`config.mk`:
```
export PLATFORM = sky130hd
export DESIGN_NAME = sad_select_sequencer_flat
export DESIGN_NICKNAME = d
export VERILOG_FILES = /design/src/rtl/sad_select_sequencer_if.sv /design/src/rtl/sad_select_sequencer.sv /design/src/flat_wrapper.sv
export SDC_FILE = /design/constraint.sdc
export NUM_CORES = 1
export LEC_CHECK = 0
export ABC_AREA = 1
export CORE_MARGIN = 5
export CORE_UTILIZATION = 55
export CTS_CLUSTER_SIZE = 24
export DETAILED_ROUTE_END_ITERATION = 10
export PLACE_DENSITY_LB_ADDON = 0.15
export SKIP_CTS_REPAIR_TIMING = 1
export SYNTH_ARGS = -nofsm -noshare
export SYNTH_HDL_FRONTEND = slang
export SYNTH_SLANG_ARGS = --single-unit
```
`constraint.sdc`:
```
create_clock -name clk -period 14.95 [get_ports clk]
set_input_delay 1.495 -clock clk [delete_from_list [all_inputs] [get_ports clk]]
set_output_delay 1.495 -clock clk [all_outputs]
set_load 0.1 [all_outputs]
```
`src/rtl/sad_select_sequencer_if.sv`:
```
// SAD select sequencer bus: start/capture inputs plus
// register-file write, winner and status outputs.
interface sad_select_sequencer_if #(
    parameter int DATA_W  = 32,
    parameter int NUM_SAD = 8,
    parameter int IDX_W   = 3
);
    logic                        start;
    logic                        find_max;
    logic [NUM_SAD*DATA_W-1:0]   sad_in;
    logic                        busy;
    logic                        stall_req;
    logic                        sad_we;
    logic [IDX_W-1:0]            sad_waddr;
    logic [DATA_W-1:0]           sad_wdata;
    logic                        min_we;
    logic [DATA_W-1:0]           best_value;
    logic [IDX_W-1:0]            best_index;
    logic                        done;

    modport master (
        output start, find_max, sad_in,
        input  busy, stall_req, sad_we, sad_waddr, sad_wdata,
        input  min_we, best_value, best_index, done
    );

    modport slave (
        input  start, find_max, sad_in,
        output busy, stall_req, sad_we, sad_waddr, sad_wdata,
        output min_we, best_value, best_index, done
    );
endinterface

```
`src/rtl/sad_select_sequencer.sv`:
```
// Captures NUM_SAD SAD results, writes them out one per cycle
// and tracks the min/max winner while holding the pipeline.
module sad_select_sequencer #(
    parameter int DATA_W  = 32,
    parameter int NUM_SAD = 8,
    parameter int IDX_W   = 3
) (
    input  logic                  clk,
    input  logic                  rst,
    sad_select_sequencer_if.slave bus
);
    typedef enum logic [1:0] {
        IDLE = 2'd0,
        SCAN = 2'd1,
        DONE = 2'd2
    } state_t;

    localparam logic [IDX_W-1:0] LAST = IDX_W'(NUM_SAD - 1);

    state_t            r_state;
    state_t            w_next;
    logic [DATA_W-1:0] r_buf [NUM_SAD];
    logic [IDX_W-1:0]  r_cnt;
    logic              r_max;
    logic [DATA_W-1:0] r_best_val;
    logic [IDX_W-1:0]  r_best_idx;

    logic [DATA_W-1:0] w_cur;
    logic              w_better;
    logic              w_last;

    assign w_cur    = r_buf[r_cnt];
    assign w_last   = (r_cnt == LAST);
    // Strict compare so an equal later value never displaces an earlier one
    assign w_better = r_max ? (w_cur > r_best_val) : (w_cur < r_best_val);

    always_ff @(posedge clk) begin
        if (rst) begin
            r_state <= IDLE;
        end else begin
            r_state <= w_next;
        end
    end

    always_comb begin
        w_next         = r_state;
        bus.busy       = 1'b0;
        bus.stall_req  = 1'b0;
        bus.sad_we     = 1'b0;
        bus.sad_waddr  = '0;
        bus.sad_wdata  = '0;
        bus.min_we     = 1'b0;
        bus.done       = 1'b0;
        unique case (r_state)
            IDLE: begin
                if (bus.start) w_next = SCAN;
            end
            SCAN: begin
                bus.busy      = 1'b1;
                bus.stall_req = 1'b1;
                bus.sad_we    = 1'b1;
                bus.sad_waddr = r_cnt;
                bus.sad_wdata = w_cur;
                if (w_last) w_next = DONE;
            end
            DONE: begin
                bus.busy      = 1'b1;
                bus.stall_req = 1'b1;
                bus.min_we    = 1'b1;
                bus.done      = 1'b1;
                w_next        = IDLE;
            end
            default: w_next = IDLE;
        endcase
    end

    always_ff @(posedge clk) begin
        if (rst) begin
            for (int k = 0; k < NUM_SAD; k++) r_buf[k] <= '0;
            r_cnt      <= '0;
            r_max      <= 1'b0;
            r_best_val <= '0;
            r_best_idx <= '0;
        end else begin
            unique case (r_state)
                IDLE: begin
                    if (bus.start) begin
                        for (int k = 0; k < NUM_SAD; k++)
                            r_buf[k] <= bus.sad_in[k*DATA_W +: DATA_W];
                        r_max <= bus.find_max;
                        r_cnt <= '0;
                    end
                end
                SCAN: begin
                    if (!w_last) r_cnt <= r_cnt + 1'b1;
                    if (r_cnt == '0 || w_better) begin
                        r_best_val <= w_cur;
                        r_best_idx <= r_cnt;
                    end
                end
                default: ;
            endcase
        end
    end

    assign bus.best_value = r_best_val;
    assign bus.best_index = r_best_idx;
endmodule

```
`src/flat_wrapper.sv`:
```
// flat-port wrapper written by rule: the top's interface ports become plain ports
module sad_select_sequencer_flat 
#(
    parameter int DATA_W  = 32,
    parameter int NUM_SAD = 8,
    parameter int IDX_W   = 3
)
  (clk, rst, bus_start, bus_find_max, bus_sad_in, bus_busy, bus_stall_req, bus_sad_we, bus_sad_waddr, bus_sad_wdata, bus_min_we, bus_best_value, bus_best_index, bus_done);
  sad_select_sequencer_if #(.DATA_W(DATA_W), .NUM_SAD(NUM_SAD), .IDX_W(IDX_W)) bus_i ();
  input  logic clk;
  input  logic rst;
  input wire logic [$bits(bus_i.start)-1:0] bus_start;
  input wire logic [$bits(bus_i.find_max)-1:0] bus_find_max;
  input wire logic [$bits(bus_i.sad_in)-1:0] bus_sad_in;
  output wire logic [$bits(bus_i.busy)-1:0] bus_busy;
  output wire logic [$bits(bus_i.stall_req)-1:0] bus_stall_req;
  output wire logic [$bits(bus_i.sad_we)-1:0] bus_sad_we;
  output wire logic [$bits(bus_i.sad_waddr)-1:0] bus_sad_waddr;
  output wire logic [$bits(bus_i.sad_wdata)-1:0] bus_sad_wdata;
  output wire logic [$bits(bus_i.min_we)-1:0] bus_min_we;
  output wire logic [$bits(bus_i.best_value)-1:0] bus_best_value;
  output wire logic [$bits(bus_i.best_index)-1:0] bus_best_index;
  output wire logic [$bits(bus_i.done)-1:0] bus_done;
  assign bus_i.start = bus_start;
  assign bus_i.find_max = bus_find_max;
  assign bus_i.sad_in = bus_sad_in;
  assign bus_busy = bus_i.busy;
  assign bus_stall_req = bus_i.stall_req;
  assign bus_sad_we = bus_i.sad_we;
  assign bus_sad_waddr = bus_i.sad_waddr;
  assign bus_sad_wdata = bus_i.sad_wdata;
  assign bus_min_we = bus_i.min_we;
  assign bus_best_value = bus_i.best_value;
  assign bus_best_index = bus_i.best_index;
  assign bus_done = bus_i.done;
  sad_select_sequencer #(.DATA_W(DATA_W), .NUM_SAD(NUM_SAD), .IDX_W(IDX_W)) u_core (.clk(clk), .rst(rst), .bus(bus_i));
endmodule
```
==> results of run 1 <==
[layout by cell type, fill, tap and decap left out, types with 6 or more instances in the layout]
master,count
a21oi_1,54
buf_4,11
clkbuf_16,31
clkdlybuf4s50_1,333
clkinv_2,6
clkinvlp_4,6
dfxtp_1,42
edfxtp_1,256
ha_1,38
inv_1,369
nand2_1,113
nand3_1,39
nor2_1,489
o21ai_0,70
o21ai_1,16
o21ai_2,15
o32ai_1,63
[flip-flops by register name, summed over array words and instances (netlist names), named ones only]
register and count:
u_core.bus.best_index 3, u_core.r_cnt 3, u_core.bus.best_value 32, u_core.r_max 1, u_core.r_buf 256, u_core.r_state 2
[final cells by class]
class                           instances  area [µm²]  area share
Sequential cell                       300        8580       0.443
Multi-Input combinational cell        916        4490       0.232
Clock inverter                         26         258      0.0133
Clock buffer                           31         776      0.0401
Timing Repair Buffer                  344        3420       0.177
Inverter                              371        1400      0.0721
Tap cell                              341         427      0.0221
[per-stage QoR]
step | hold slack [ns] | total power [W] | util | worst slack (ns)
detailed placement | 0.456 | 0.00301 | 0.683 | 9.50
global route | 0.502 | 0.00400 | 0.722 | 8.56
floorplan | 0.453 | 0.00257 | - | 7.25
CTS | 0.465 | 0.00379 | 0.722 | 8.88
finish | 0.466 | 0.00379 | 0.722 | 8.83
global placement | 0.453 | 0.00298 | 0.683 | 9.54
[critical path, stage by stage, from the launching register on]
cell,delay [ns]
dfxtp_4,0.55
inv_4,0.67
buf_4,0.63
nor2_1,0.09
o32ai_1,0.35
inv_1,0.10
o21ai_1,0.24
inv_1,0.07
nor2_1,0.09
clkdlybuf4s50_1,1.18
[routing by layer]
metal  wire [µm]  track usage  vias to the layer above
met5           0            0                        -
met4        1720        0.105                        0
met3        3250       0.0474                       90
met2       20900        0.465                      538
met1       15300        0.312                     5706
li1            -            -                     5898
[power by group]
part           total (W)  internal [W]  switching (W)  leakage [nW]
sequential       0.00127       0.00115       0.000115          3.10
combinational    0.00174      0.000484        0.00125          4.93
clock           0.000778      0.000450       0.000328         0.492
total            0.00379       0.00209        0.00170          8.52
[logic make-up (layout without fill, tap and decap cells)]
| logic type | after synthesis | in the layout | synth area share |
|---|---|---|---|
| AOI/OAI and AO/OA | 225 | 225 | 0.0964 |
| buffers and inverters | 466 | 772 | 0.126 |
| and+or+nand+nor | 651 | 651 | 0.170 |
| muxes | 1 | 1 | 0.000671 |
| adders and majority gates | 39 | 39 | 0.0327 |
| DFF | 300 | 300 | 0.574 |
[worst paths after layout]
check                                 from                   endpoint  slack, ns  depth (start not counted)
hold reg to reg   u_core.bus.best_index[1]   u_core.bus.best_index[1]       0.47                          2
setup reg to reg                 flip-flop  u_core.bus.best_value[26]       9.97                         19
setup / recovery                 flip-flop          bus_sad_wdata[23]       8.83                          9
hold / removal    u_core.bus.best_index[1]   u_core.bus.best_index[1]       0.47                          2
==> metrics.yaml, run 1 <==
wl_per_cell_um: 17.7
yosys.area.top_type_share: 0.515
synth_cell_types: 32
synth_area_leader_cell: "edfxtp_1"
dp_hpwl_um: 28700
clock_sinks: 300
drive_above_1_share: 0.0453
cp-start-kind: "flip-flop"
syn_nets: 1981
hold_violations: 0
diodes: 0
area_delta_synth_final_pct: 29.6
worstHoldPathType: "flip-flop to flip-flop"
cp.required_ns: 13.46
htree_levels: 1
num-fill-cells: 2029
core.rowCount: 60
syn_inst: 1682
dp.cells: 2272
final_cell_area_mm2: 0.0193
outcome: "finished, final reports clean"
drt_first_pass_iters: 5
critPathMaxFanout: 72
die_h_um: 175
dpl-instance-area_mm2: 0.0183
clk_pin_slew_worst_paths_ns: 0.06
synth-edff-count: 256
setup_tns_ns: 0
skew_ns: 0.0134
vias: 12200
timing.final.crit_share: 0.410
drt_first_iter_violations: 1247
rsz0062_at_grt: "no"
antenna_found_initial: 0
grt_pass1_vias: 12200
drv_cap: 0
endpoint_kind: "output port"
maxSlewHeadroom: 0.194
synthTopCellsByCount: "nor2_1 (489), inv_1 (369), edfxtp_1 (256)"
drc: 0
ant_nets: 0
viasPerCell: 5.25
synth_area_mm2: 0.0149
finalWirelength_um: 41100
ys_seq_area_frac: 0.574
fin_nets: 2263
die_area_mm2: 0.0305
fmax_mhz: 163
synth.area.top_cells: "edfxtp_1 (52%), nor2_1 (12%), inv_1 (9.3%)"
critical_path_class: "flip-flop to output port"
numCtsBuffers: 31
yosys_most_used_dff: "edfxtp_1"
start_util: 0.557
grt_overflow_total: 0
gp_congestion: 0.906
finalMaxSlewViolations: 0
power_density_mw_per_mm2: 196
clk_latency_ns: 0.55
grtUsageTotal: 0.260
ir_worst_vdd_mv: 0.139
root_buffer: "clkbuf_16"
cts_tree: "done"
ys_ff_latch: 300
dieWidth_um: 175
min_period_ns: 6.12
grt_max_degree: 111
worstMarginPinSlew_ns: 1.21
grt_pass1_wl_um: 63000
static-leakage-power_nw: 8.52
io_buffer_count: 334
async_flop_share: 0
finalSetupViolations: 0
coreArea_mm2: 0.0268
pin_count: 335
finalNonFillerCells: 2329
clockBufferDepth: 3
cp.arrival_ns: 4.63
syn_avg_cell_area_um2: 8.87
ys_warn_count: 0
synth.most_common_cell: "nor2_1"
(Power assumes the default switching activity.)
==> inputs of run 2 (changes only) <==
--- a/config.mk
+++ b/config.mk
@@ -7,7 +7,7 @@
 export LEC_CHECK = 0
 export ABC_AREA = 1
 export CORE_MARGIN = 5
-export CORE_UTILIZATION = 55
+export CORE_UTILIZATION = 46
 export CTS_CLUSTER_SIZE = 24
 export DETAILED_ROUTE_END_ITERATION = 10
 export PLACE_DENSITY_LB_ADDON = 0.15
==> constraint.sdc (replaced) <==
create_clock -name clk -period 5.39 [get_ports clk]
set_input_delay 0.539 -clock clk [delete_from_list [all_inputs] [get_ports clk]]
set_output_delay 0.539 -clock clk [all_outputs]
set_load 0.1 [all_outputs]
==> metrics.yaml, run 2 (synthesis gave the netlist of run 1 again) <==
top_register: "u_core.r_buf"
fmax_mhz: 219
skew_ns: 0.0134  # +0.0000484 ns
worstHoldPathType: "input pin to flip-flop"
clk_pin_slew_worst_paths_ns: 0.06  # about the same
io_buffer_count: 334  # unchanged
cts_tree: "done"
power_density_mw_per_mm2: 548  # +180%
numCtsBuffers: 34  # +9.7%
final_common_cell: "nor2_1"
root_buffer: "clkbuf_16"
clockBufferDepth: 3  # unchanged
wl_per_cell_um: 17.3  # -2.0%
grtUsageTotal: 0.227  # -0.0334
pin_count: 335  # unchanged
coreArea_mm2: 0.0323  # +20%
p_comb_frac: 0.452  # -0.007
p_int_w: 0.00598  # +190%
cp-start-kind: "flip-flop"
critical_path_class: "flip-flop to output port"
grt_pass1_vias: 11900  # -2.0%
maxSlewHeadroom: 0.301  # +0.107
htree_levels: 2  # +1
vias: 12100  # -0.69%
min_period_ns: 4.56
power_switching_w: 0.00474  # +180%
start_util: 0.462  # -0.0946
drt_first_iter_violations: 961  # -23%
mostFrequentLayoutCells: "nor2_1 (489), inv_1 (369), clkdlybuf4s50_1 (309)"
ant_nets: 0  # unchanged
swShare: 0.442  # -0.00602
die_area_mm2: 0.0361  # +18%
outcome: "finished, final reports clean"
rsz0062_at_grt: "no"
dieWidth_um: 190  # +8.8%
crit_chain: "inv_4 -> nor2_1 -> o32ai_1 -> inv_1 -> o21ai_1 -> inv_1 -> nor2_1 -> clkdlybuf4s50_1"
worstMarginPinSlew_ns: 1.05  # -0.160 ns
drc: 0  # unchanged
clkPwrFrac: 0.217  # +0.011
grt_pass1_wl_um: 64600  # +2.5%
hold_violations: 0  # unchanged
viasPerCell: 4.98  # -5.1%
endpoint_kind: "output port"
largest_reg_flops: 256  # unchanged
power_frac_seq: 0.330  # -0.005
finalMaxSlewViolations: 0  # unchanged
gp_congestion: 0.920  # +1.6%
area_delta_synth_final_pct: 31.1
core.rowCount: 66  # +10%
maxUsedRoutingLayer: "met4"
clk_latency_ns: 0.50  # -0.05 ns
clock_sinks: 300  # unchanged
setup_tns_ns: 0  # unchanged
finalWirelength_um: 42200  # +2.6%
wl_met1_um: 18300  # +20%
crit_path_max_incr_delay_ns: 1.14  # -0.04 ns
drive_above_1_share: 0.0562  # +0.0109
timing.final.crit_share: 0.845
ir_worst_vdd_mv: 0.320  # +130%
wl_met3_um: 3500  # +7.8%
die_h_um: 190  # +8.8%
cp.arrival_ns: 4.02  # -0.61 ns
drv_cap: 0  # unchanged
slowest_stage: "clkdlybuf4s50_1"
drt_first_pass_iters: 5  # unchanged
met2_length_um: 19300  # -7.6%
dp_hpwl_um: 30600  # +6.7%
critPathMaxFanout: 65  # -9.7%
grt_max_degree: 124  # +12%
fin_nets: 2271  # +0.35%
antenna_found_initial: 1  # +1
finalSetupViolations: 0  # unchanged
cp.required_ns: 4.85  # -8.61 ns
static-leakage-power_nw: 8.65  # +1.4%
fin_util: 0.606  # -0.116
grt_overflow_total: 0  # unchanged
-- run 2: area by class of cell --
class	instances	area [µm²]
Antenna cell	1	2.50
Clock buffer	45	923
Clock inverter	13	191
Fill cell	2842	12700
Inverter	371	1400
Multi-Input combinational cell	916	4500
Sequential cell	300	8580
Tap cell	442	553
Timing Repair Buffer	349	3420
-- run 2: power groups by stage --
stage	clock [W]	combinational (W)	sequential, W
2_1_floorplan	0	0.00304	0.00404
3_3_place_gp	0	0.00476	0.00358
3_5_place_dp	0	0.00482	0.00358
4_1_cts	0.00236	0.00484	0.00354
5_1_grt	0.00246	0.00524	0.00360
6_report	0.00233	0.00485	0.00354
-- run 2: per-stage QoR --
stage | area, µm² | instances | setup WS (ns) | hold slack [ns] | power [W]
3_3_place_gp | 18400 | 2378 | 1.23 | 0.457 | 0.00834
4_1_cts | 19600 | 2436 | 0.838 | 0.388 | 0.0107
2_1_floorplan | 14900 | 1682 | 1.16 | 0.453 | 0.00708
5_1_grt | 19600 | 2437 | 0.631 | 0.430 | 0.0113
6_report | 19600 | 2437 | 0.833 | 0.415 | 0.0107
3_5_place_dp | 18400 | 2378 | 1.15 | 0.467 | 0.00841
-- run 2: final timing paths --
kind / from / to / slack, ns / cells past startpoint
max: flip-flop / bus_sad_wdata[24] / 0.83 / 8
min: rst / u_core.bus.best_value[22] / 0.41 / 2
max reg2reg: flip-flop / u_core.bus.best_value[21] / 1.05 / 20
min reg2reg: u_core.bus.best_index[2] / u_core.bus.best_index[2] / 0.47 / 2
-- run 2: critical path, delay by kind of cell, from the launching register on --
| family | cells | cell delay, ns |
|---|---|---|
| compound gates | 2 | 0.88 |
| buf+inv | 4 | 1.86 |
| flops | 1 | 0.52 |
| simple gates | 2 | 0.19 |
-- run 2: metal layers --
metal / vias up / GRT usage
li1: 5907 / -
met2: 511 / 0.360
met4: 0 / 0.0632
met3: 66 / 0.0409
met5: - / 0
met1: 5663 / 0.324
==> inputs of run 3 (changes only) <==
--- a/config.mk
+++ b/config.mk
@@ -7,7 +7,7 @@
 export LEC_CHECK = 0
 export ABC_AREA = 1
 export CORE_MARGIN = 5
-export CORE_UTILIZATION = 46
+export CORE_UTILIZATION = 51
 export CTS_CLUSTER_SIZE = 24
 export DETAILED_ROUTE_END_ITERATION = 10
 export PLACE_DENSITY_LB_ADDON = 0.15
==> constraint.sdc (replaced) <==
create_clock -name clk -period 4.2 [get_ports clk]
set_input_delay 0.42 -clock clk [delete_from_list [all_inputs] [get_ports clk]]
set_output_delay 0.42 -clock clk [all_outputs]
set_load 0.1 [all_outputs]
==> metrics.yaml, run 3 (synthesis gave the netlist of run 1 again) <==
gp_congestion: 0.858  # -6.8%
timing.final.crit_share: 0.928
setup_tns_ns: 0  # unchanged
rrSetupSlack_ns: 0.30  # -0.75 ns
final_cell_area_mm2: 0.0196  # +0.37%
outcome: "finished, final reports clean"
pin_count: 335  # unchanged
swShare: 0.443  # +0.00117
power_density_mw_per_mm2: 695  # +27%
cp.arrival_ns: 4.34  # +0.32 ns
slowest_stage: "dfxtp_4"
clkPwrFrac: 0.210  # -0.007
dieWidth_um: 181  # -4.8%
skew_ns: 0.0200  # +0.00655 ns
grt_pass1_vias: 12100  # +1.7%
cp.required_ns: 4.64  # -0.21 ns
die_area_mm2: 0.0328  # -9.3%
drv_cap: 0  # unchanged
reg2reg_to: "u_core.bus.best_value[22]"
whs_path_depth: 2  # unchanged
drt_first_iter_violations: 1010  # +5.1%
p_int_w: 0.00759  # +27%
cts_tree: "done"
ir_worst_vdd_mv: 0.396  # +24%
drt_first_pass_iters: 5  # unchanged
cp-start-kind: "flip-flop"
maxSlewHeadroom: 0.254  # -0.0471
core.rowCount: 62  # -6.1%
dp_hpwl_um: 29100  # -5.1%
worstMarginPinSlew_ns: 1.12  # +0.0672 ns
clk_pin_slew_worst_paths_ns: 0.06  # about the same
wl_per_cell_um: 17.0  # -1.6%
antenna_found_initial: 0  # -1
largest_reg_flops: 256  # unchanged
vias: 12000  # -0.95%
min_from: "rst"
power_switching_w: 0.00604  # +28%
viasPerCell: 5.03  # +0.96%
start_util: 0.518  # +0.0563
fin_nets: 2280  # +0.40%
die_h_um: 181  # -4.8%
grtUsageTotal: 0.240  # +0.0124
critical_path_class: "flip-flop to flip-flop"
top_register: "u_core.r_buf"
htree_levels: 2  # unchanged
crit_chain: "buf_4 -> nor2_1 -> o32ai_1 -> nand2_1 -> o21ai_1 -> ha_1 -> a21oi_1 -> o21ai_0 -> nand2_1 -> nand2_1 -> a21oi_1 -> nand2_1 -> nand2_1 -> nand2_2 -> nand2_4 -> buf_4 -> nand3_1 -> a21oi_1"
clk_latency_ns: 0.52  # +0.02 ns
io_buffer_count: 334  # unchanged
min_to: "u_core.r_buf[6][6]"
ant_nets: 0  # unchanged
clock_sinks: 300  # unchanged
fmax_mhz: 257
rsz0062_at_grt: "no"
grt_max_degree: 84  # -32%
grt_overflow_total: 0  # unchanged
reg2regPathDepth: 18  # -10%
static-leakage-power_nw: 8.74  # +1.0%
root_buffer: "clkbuf_16"
coreArea_mm2: 0.0288  # -11%
drc: 0  # unchanged
diodes: 0  # -1
crit_path_max_incr_delay_ns: 0.63  # -0.51 ns
finalMaxSlewViolations: 0  # unchanged
p_comb_frac: 0.463  # +0.011
critPathMaxFanout: 39  # -40%
numCtsBuffers: 34  # unchanged
min_period_ns: 3.90
area_delta_synth_final_pct: 31.6
power_frac_seq: 0.328  # -0.002
mostFrequentLayoutCells: "nor2_1 (489), inv_1 (369), clkdlybuf4s50_1 (300)"
finalSetupViolations: 0  # unchanged
worstHoldPathType: "input pin to flip-flop"
grt_pass1_wl_um: 62700  # -2.9%
hold_violations: 0  # unchanged
path_common_cell: "nand2_1"
clockBufferDepth: 3  # unchanged
drive_above_1_share: 0.0668  # +0.0106
dpl-instance-area_mm2: 0.0186  # +0.60%
finalWirelength_um: 40700  # -3.5%
final_common_cell: "nor2_1"
endpoint_kind: "flip-flop"
## run 3: cell types whose count changed in the layout (fill, tap and decap cells not counted), sizes merged
cell,previous run,this run
clkinvlp,1,2
diode,1,0
clkbuf,45,41
bufinv,5,2
buf,40,58
clkdlybuf4s50,309,300
clkinv,6,15
inv,372,373
## run 3: per-layer routing
| layer | GRT usage | up-vias | routed length, µm |
|---|---|---|---|
| li1 | - | 5932 | - |
| met1 | 0.291 | 5521 | 15600 |
| met2 | 0.417 | 486 | 20300 |
| met3 | 0.0527 | 93 | 3120 |
| met4 | 0.0943 | 0 | 1660 |
| met5 | 0 | - | 0 |
## run 3: layout make-up
cell class              count  area, µm²
clock buffers              41        908
flip-flops and latches    300       8580
clock inverters            21        169
fillers                  2304       9150
inverters                 371       1400
well taps                 384        480
multi-input cells         916       4500
repair buffers            358       3600
## run 3: critical path: cells and delay by family, from the launching register on
kind | cells | cell delay [ns]
adders and majority gates | 1 | 0.32
AOI/OAI and AO/OA | 6 | 1.19
DFF | 1 | 0.63
buffers and inverters | 2 | 0.72
and+or+nand+nor | 9 | 0.97
## run 3: power groups by stage
stage | registers (W) | clock network (W) | logic [W]
floorplan | 0.00515 | 0 | 0.00390
global placement | 0.00450 | 0 | 0.00619
detailed placement | 0.00451 | 0 | 0.00629
CTS | 0.00447 | 0.00291 | 0.00632
global route | 0.00454 | 0.00305 | 0.00681
finish | 0.00447 | 0.00286 | 0.00631
## run 3: how the worst max path moves through the flow
stage                           start                        end  slack [ns]  cells past startpoint
floorplan           u_core.r_state[1]          bus_sad_wdata[10]        0.62                      6
global placement            flip-flop  u_core.bus.best_value[25]        0.38                     23
detailed placement          flip-flop  u_core.bus.best_value[16]        0.26                     21
CTS                         flip-flop  u_core.bus.best_value[26]        0.24                     21
global route                flip-flop  u_core.bus.best_value[27]        0.01                     19
finish                      flip-flop  u_core.bus.best_value[22]        0.30                     18
## run 3: metrics by stage
| step | instances | util | worst slack (ns) | power, W | hold slack [ns] |
|---|---|---|---|---|---|
| after floorplan | 1682 | - | 0.619 | 0.00905 | 0.455 |
| after global placement | 2329 | 0.645 | 0.377 | 0.0107 | 0.449 |
| after detailed placement | 2329 | 0.645 | 0.258 | 0.0108 | 0.466 |
| after CTS | 2391 | 0.682 | 0.243 | 0.0137 | 0.327 |
| after global routing | 2391 | 0.682 | 0.0102 | 0.0144 | 0.348 |
| final | 2391 | 0.682 | 0.302 | 0.0136 | 0.353 |
